<file path="config.mk">
export PLATFORM = sky130hd
export DESIGN_NAME = wrm
export DESIGN_NICKNAME = d
export VERILOG_FILES = /design/src/rtl/wrm_pkg.sv /design/src/rtl/wrm_skid.sv /design/src/rtl/wrm.sv
export SDC_FILE = /design/constraint.sdc
export NUM_CORES = 1
export LEC_CHECK = 0
export CORE_MARGIN = 5
export CORE_UTILIZATION = 40
export CTS_CLUSTER_DIAMETER = 200
export DETAILED_ROUTE_END_ITERATION = 12
export PLACE_DENSITY = 0.7
export SYNTH_ARGS = -nofsm -noshare
export SYNTH_HDL_FRONTEND = slang
export SYNTH_SLANG_ARGS = --single-unit
</file>
<file path="constraint.sdc">
create_clock -name i_clk -period 6.3 [get_ports i_clk]
set_input_delay 0.63 -clock i_clk [delete_from_list [all_inputs] [get_ports i_clk]]
set_output_delay 0.63 -clock i_clk [all_outputs]
set_load 0.02 [all_outputs]
</file>
<file path="src/rtl/wrm_pkg.sv">
`default_nettype none
// ============================================================================
// Module   : wrm_pkg
// Brief    : Shared state encoding and default sizing for the FIFO write manager.
// Revision : 1.0
// ============================================================================
package wrm_pkg;

    typedef enum logic [0:0] {
        PASS = 1'b0,
        HOLD = 1'b1
    } state_t;

    localparam int c_SKID_DEPTH = 4;
    localparam int c_CNT_W      = 16;

endpackage : wrm_pkg
`default_nettype wire

</file>
<file path="src/rtl/wrm_skid.sv">
`default_nettype none
// ============================================================================
// Module   : wrm_skid
// Brief    : Circular skid buffer; a push into a full buffer is taken only alongside a pop.
// Revision : 1.0
// ============================================================================
module wrm_skid
    import wrm_pkg::*;
#(
    parameter int DEPTH = c_SKID_DEPTH,
    parameter int W     = 8
) (
    input  logic                     i_clk,
    input  logic                     i_rst,
    input  logic                     i_push,
    input  logic                     i_pop,
    input  logic [W-1:0]             iv_din,
    output logic [W-1:0]             ov_head,
    output logic                     o_empty,
    output logic                     o_full,
    output logic [$clog2(DEPTH):0]   ov_count
);

    localparam int AW = $clog2(DEPTH);

    logic [W-1:0]  r_mem [DEPTH];
    logic [AW-1:0] r_rd_ptr;
    logic [AW-1:0] r_wr_ptr;
    logic [AW:0]   r_cnt;
    logic          w_do_pop;
    logic          w_do_push;

    assign o_empty   = (r_cnt == '0);
    assign o_full    = (r_cnt == (AW+1)'(DEPTH));
    assign w_do_pop  = i_pop & ~o_empty;
    assign w_do_push = i_push & (~o_full | w_do_pop);
    assign ov_head   = r_mem[r_rd_ptr];
    assign ov_count  = r_cnt;

    always_ff @(posedge i_clk) begin
        if (w_do_push) begin
            r_mem[r_wr_ptr] <= iv_din;
        end
    end

    // Pointers are AW bits wide so they wrap modulo DEPTH on their own.
    always_ff @(posedge i_clk) begin
        if (i_rst) begin
            r_rd_ptr <= '0;
            r_wr_ptr <= '0;
            r_cnt    <= '0;
        end else begin
            if (w_do_push) begin
                r_wr_ptr <= r_wr_ptr + AW'(1);
            end
            if (w_do_pop) begin
                r_rd_ptr <= r_rd_ptr + AW'(1);
            end
            r_cnt <= r_cnt + (AW+1)'(w_do_push) - (AW+1)'(w_do_pop);
        end
    end

endmodule : wrm_skid
`default_nettype wire

</file>
<file path="src/rtl/wrm.sv">
`default_nettype none
// ============================================================================
// Module   : wrm
// Brief    : Write-side manager of a byte FIFO with an in-order skid buffer.
// Revision : 1.0
// ============================================================================
module wrm
    import wrm_pkg::*;
#(
    parameter int SKID_DEPTH = c_SKID_DEPTH,
    parameter int CNT_W      = c_CNT_W
) (
    input  logic             i_clk,
    input  logic             i_rst,
    input  logic [7:0]       iv_data,
    input  logic             i_data_wr,
    input  logic             i_fifo_full,
    input  logic             i_fifo_af,
    output logic [7:0]       ov_fifo_data,
    output logic             o_fifo_wr,
    output logic             o_busy,
    output logic             o_overflow,
    output logic [CNT_W-1:0] ov_drop_cnt
);

    localparam int AW = $clog2(SKID_DEPTH);

    state_t           r_state;
    state_t           w_next;
    logic             w_stall;
    logic             w_push;
    logic             w_pop;
    logic             w_drop;
    logic             w_load;
    logic [7:0]       w_load_data;
    logic [7:0]       w_head;
    logic             w_skid_empty;
    logic             w_skid_full;
    logic [AW:0]      w_count;
    logic [7:0]       r_fifo_data;
    logic             r_fifo_wr;
    logic             r_overflow;
    logic [CNT_W-1:0] r_drop_cnt;

    assign w_stall = i_fifo_af | i_fifo_full;

    wrm_skid #(
        .DEPTH (SKID_DEPTH),
        .W     (8)
    ) u_skid (
        .i_clk    (i_clk),
        .i_rst    (i_rst),
        .i_push   (w_push),
        .i_pop    (w_pop),
        .iv_din   (iv_data),
        .ov_head  (w_head),
        .o_empty  (w_skid_empty),
        .o_full   (w_skid_full),
        .ov_count (w_count)
    );

    always_comb begin
        w_next      = r_state;
        w_push      = 1'b0;
        w_pop       = 1'b0;
        w_drop      = 1'b0;
        w_load      = 1'b0;
        w_load_data = iv_data;
        case (r_state)
            PASS: begin
                if (i_data_wr) begin
                    if (w_stall) begin
                        w_push = 1'b1;
                        w_next = HOLD;
                    end else begin
                        w_load = 1'b1;
                    end
                end
            end
            HOLD: begin
                // New bytes always queue behind the skid contents to keep order.
                w_pop = ~w_stall & ~w_skid_empty;
                if (i_data_wr) begin
                    if (~w_skid_full | w_pop) begin
                        w_push = 1'b1;
                    end else begin
                        w_drop = 1'b1;
                    end
                end
                if (w_pop) begin
                    w_load      = 1'b1;
                    w_load_data = w_head;
                    if ((w_count == (AW+1)'(1)) && !w_push) begin
                        w_next = PASS;
                    end
                end
            end
            default: w_next = PASS;
        endcase
    end

    always_ff @(posedge i_clk) begin
        if (i_rst) begin
            r_state     <= PASS;
            r_fifo_wr   <= 1'b0;
            r_fifo_data <= '0;
            r_overflow  <= 1'b0;
            r_drop_cnt  <= '0;
        end else begin
            r_state   <= w_next;
            r_fifo_wr <= w_load;
            if (w_load) begin
                r_fifo_data <= w_load_data;
            end
            if (w_drop) begin
                r_overflow <= 1'b1;
                if (r_drop_cnt != {CNT_W{1'b1}}) begin
                    r_drop_cnt <= r_drop_cnt + CNT_W'(1);
                end
            end
        end
    end

    assign ov_fifo_data = r_fifo_data;
    assign o_fifo_wr    = r_fifo_wr;
    assign o_busy       = (r_state == HOLD);
    assign o_overflow   = r_overflow;
    assign ov_drop_cnt  = r_drop_cnt;

endmodule : wrm
`default_nettype wire

</file>
==> metrics.txt <==
outcome=complete, no violations; GR Util met3=4.57%; RSZ-0062 raised after global routing=no; Routed Antenna Nets=0; Leakage=1.19 nW; Slew headroom=30.9%; WP data arrival=3.17 ns; Die Height=96.5 µm; IO Count=40; syn_area_per_cell=11.9 µm²; PwrDens=299 nW/µm²; Post-DP Area=3430 µm²; DR vias/cell=5.35; Multi-input gate area=1160 µm²; Required @ worst endpoint=6.50 ns; CTS Root Cell=clkbuf_8; post-cts hold buffer count=0; residual DRC count=0; Final HPWL DP=4.09 mm; 1st-iter DRT viols=127; CP Max Fanout=13; Peak VDD IR=0.125 mV; final setup vio count=0; final-report hold violation count=0; Seq/Total Area, Yosys=56.2%; number of synthesized register bits=68; vias in the first global route=1993; Worst setup EP type=flip-flop; maxcap violations=0; Mapped Area=2990 µm²; port bufs=39; global-route wire length before repair=9.78 mm; Final min period=2.96 ns; gp weighted congestion=0.733; Distinct cells, synth=47; gr busiest metal=met2; Worst Skew=0.0165 ns; Reg area=1680 µm²; Filler Cell Count=645; grt ovf=0; drt first pass iters=4; vias=2085; CTS buffer count=9; total chip power=1.10 mW; CP max stage delay=0.87 ns; Setup Buffers After CTS=0; Gate Count Post-Synth=251; Worst Setup Start Kind=input pin; setup TNS=0 ns; most used cell along the critical path=xnor2_1; Max Slew Vio Count=0; Post-synth EDFFs=32; initial core utilization=41.3%; Worst Tran Pin Value=1.03 ns; M1 GR Usage=18.2%; Cell Chain, Critical Path=clkdlybuf4s50_1, nor3b_2, o21ai_0, ha_1, fa_1, xnor2_1, xnor2_1, nor2_1; core area=7250 µm²; CTS max path bufs=2; largest net degree at the start of global routing=37; Syn-to-layout area delta=22.7%; Hold Crit Class=flip-flop to flip-flop; final-stage net count=306; GR Layer Usage met2=22.0%; GRT Total Usage=14.0%; CTS tree=yes; die width=96.5 µm; # clock sinks=68; Slowest-stage cell, CP=nor3b_2; clk slew on worst S/H paths=0.08 ns; drt wl/cell=15.3 µm; Final Cell Area=3670 µm²; PostCTS Resize Cnt=0; Routed WL=5.99 mm; worst-skew pair later-pin latency=0.34 ns; f_max=337 MHz; # diodes=0; full die area=9310 µm²; share of cells above drive strength 1=12.4%; FFs w/ async S/R, synth=0%; H-tree levels=3; initial antenna violation count=0; commonest non-fill, non-tap cells in the layout=clkdlybuf4s50_1, dfxtp_1, edfxtp_1; Core Rows=31; Mapped Nets=271; commonest non-fill, non-tap cell in the layout=clkdlybuf4s50_1; yosys warns=0; Final period util=47.0%; CP Class=input pin to flip-flop; main flop type after synthesis=dfxtp_1
worst paths after layout:
path | startpoint | endpoint | slack [ns] | cells after the start
max reg2reg | o_busy | u_skid.ov_count[2] | 3.71 | 7
max | i_fifo_full | u_skid.ov_count[2] | 3.34 | 8
min | ov_fifo_data[1] | ov_fifo_data[1] | 0.47 | 2
min reg2reg | ov_fifo_data[1] | ov_fifo_data[1] | 0.47 | 2
cells by family after synthesis:
| group | Yosys count | synth area share (%) |
|---|---|---|
| flops | 68 | 56.2 |
| compound gates | 49 | 11.7 |
| fa+ha+maj | 7 | 3.18 |
| buf+inv | 32 | 4.93 |
| xor+xnor | 5 | 1.46 |
| mux | 11 | 7.11 |
| simple gates | 79 | 15.4 |
worst max-delay path: cells and delay by family:
family          cells  cell delay, ns
simple gates        2            0.92
fa+ha+maj           2            0.62
buf+inv             1            0.48
xor+xnor            2            0.31
compound gates      1            0.20
cells in the mapped netlist, drive strengths merged (2+ instances only):
master / number / area (µm²)
nand3: 15 / 75.1
xor2: 2 / 17.5
or3: 3 / 18.8
inv: 16 / 60.1
nor3: 3 / 15.0
mux4: 8 / 180
a21oi: 19 / 106
mux2: 2 / 22.5
a221oi: 8 / 76.3
nor4: 3 / 18.8
nor2b: 4 / 25.0
clkbuf: 8 / 30.0
o41ai: 2 / 17.5
and4: 2 / 17.5
o31ai: 6 / 45.0
or4: 7 / 52.6
and2: 5 / 31.3
dfxtp: 36 / 721
nor2: 14 / 52.6
nand2: 7 / 26.3
o311ai: 2 / 17.5
edfxtp: 32 / 961
xnor2: 3 / 26.3
or2: 2 / 12.5
nand4: 6 / 43.8
ha: 6 / 75.1
and3: 3 / 18.8
o21a: 2 / 15.0
buf: 8 / 57.6
o21ai: 5 / 25.0
flip-flops by register name, summed over array words and instances (netlist names), named ones only:
register and count:
u_skid.r_wr_ptr 2, o_fifo_wr 1, ov_drop_cnt 16, u_skid.ov_count 3, o_busy 1, o_overflow 1, u_skid.r_mem 32, ov_fifo_data 8
u_skid.r_rd_ptr 2
metal layers:
layer	wire length (µm)	vias to the layer above
met5	0	-
met4	43	0
met1	2720	1015
li1	-	1028
met3	294	2
met2	2930	40
power by group:
group	internal, mW	switching (mW)	leakage [nW]
combinational	0.0604	0.0837	0.489
sequential	0.497	0.0209	0.585
clock	0.265	0.171	0.116
layout make-up:
| class | count | share of cell area (%) |
|---|---|---|
| flip-flops and latches | 68 | 45.8 |
| multi-input cells | 151 | 31.7 |
| inverters | 16 | 1.63 |
| clock buffers | 9 | 3.37 |
| well taps | 99 | 3.37 |
| repair buffers | 40 | 10.8 |
| clock inverters | 7 | 3.34 |
through the flow:
stage	setup WS, ns	utilization [%]	cells	hold WS (ns)
global route	3.14	50.6	390	0.488
global placement	3.14	47.2	374	0.455
CTS	3.37	50.6	390	0.474
floorplan	3.93	-	251	0.472
finish	3.34	50.6	390	0.469
detailed placement	3.02	47.2	374	0.461
(Power assumes the default switching activity.)
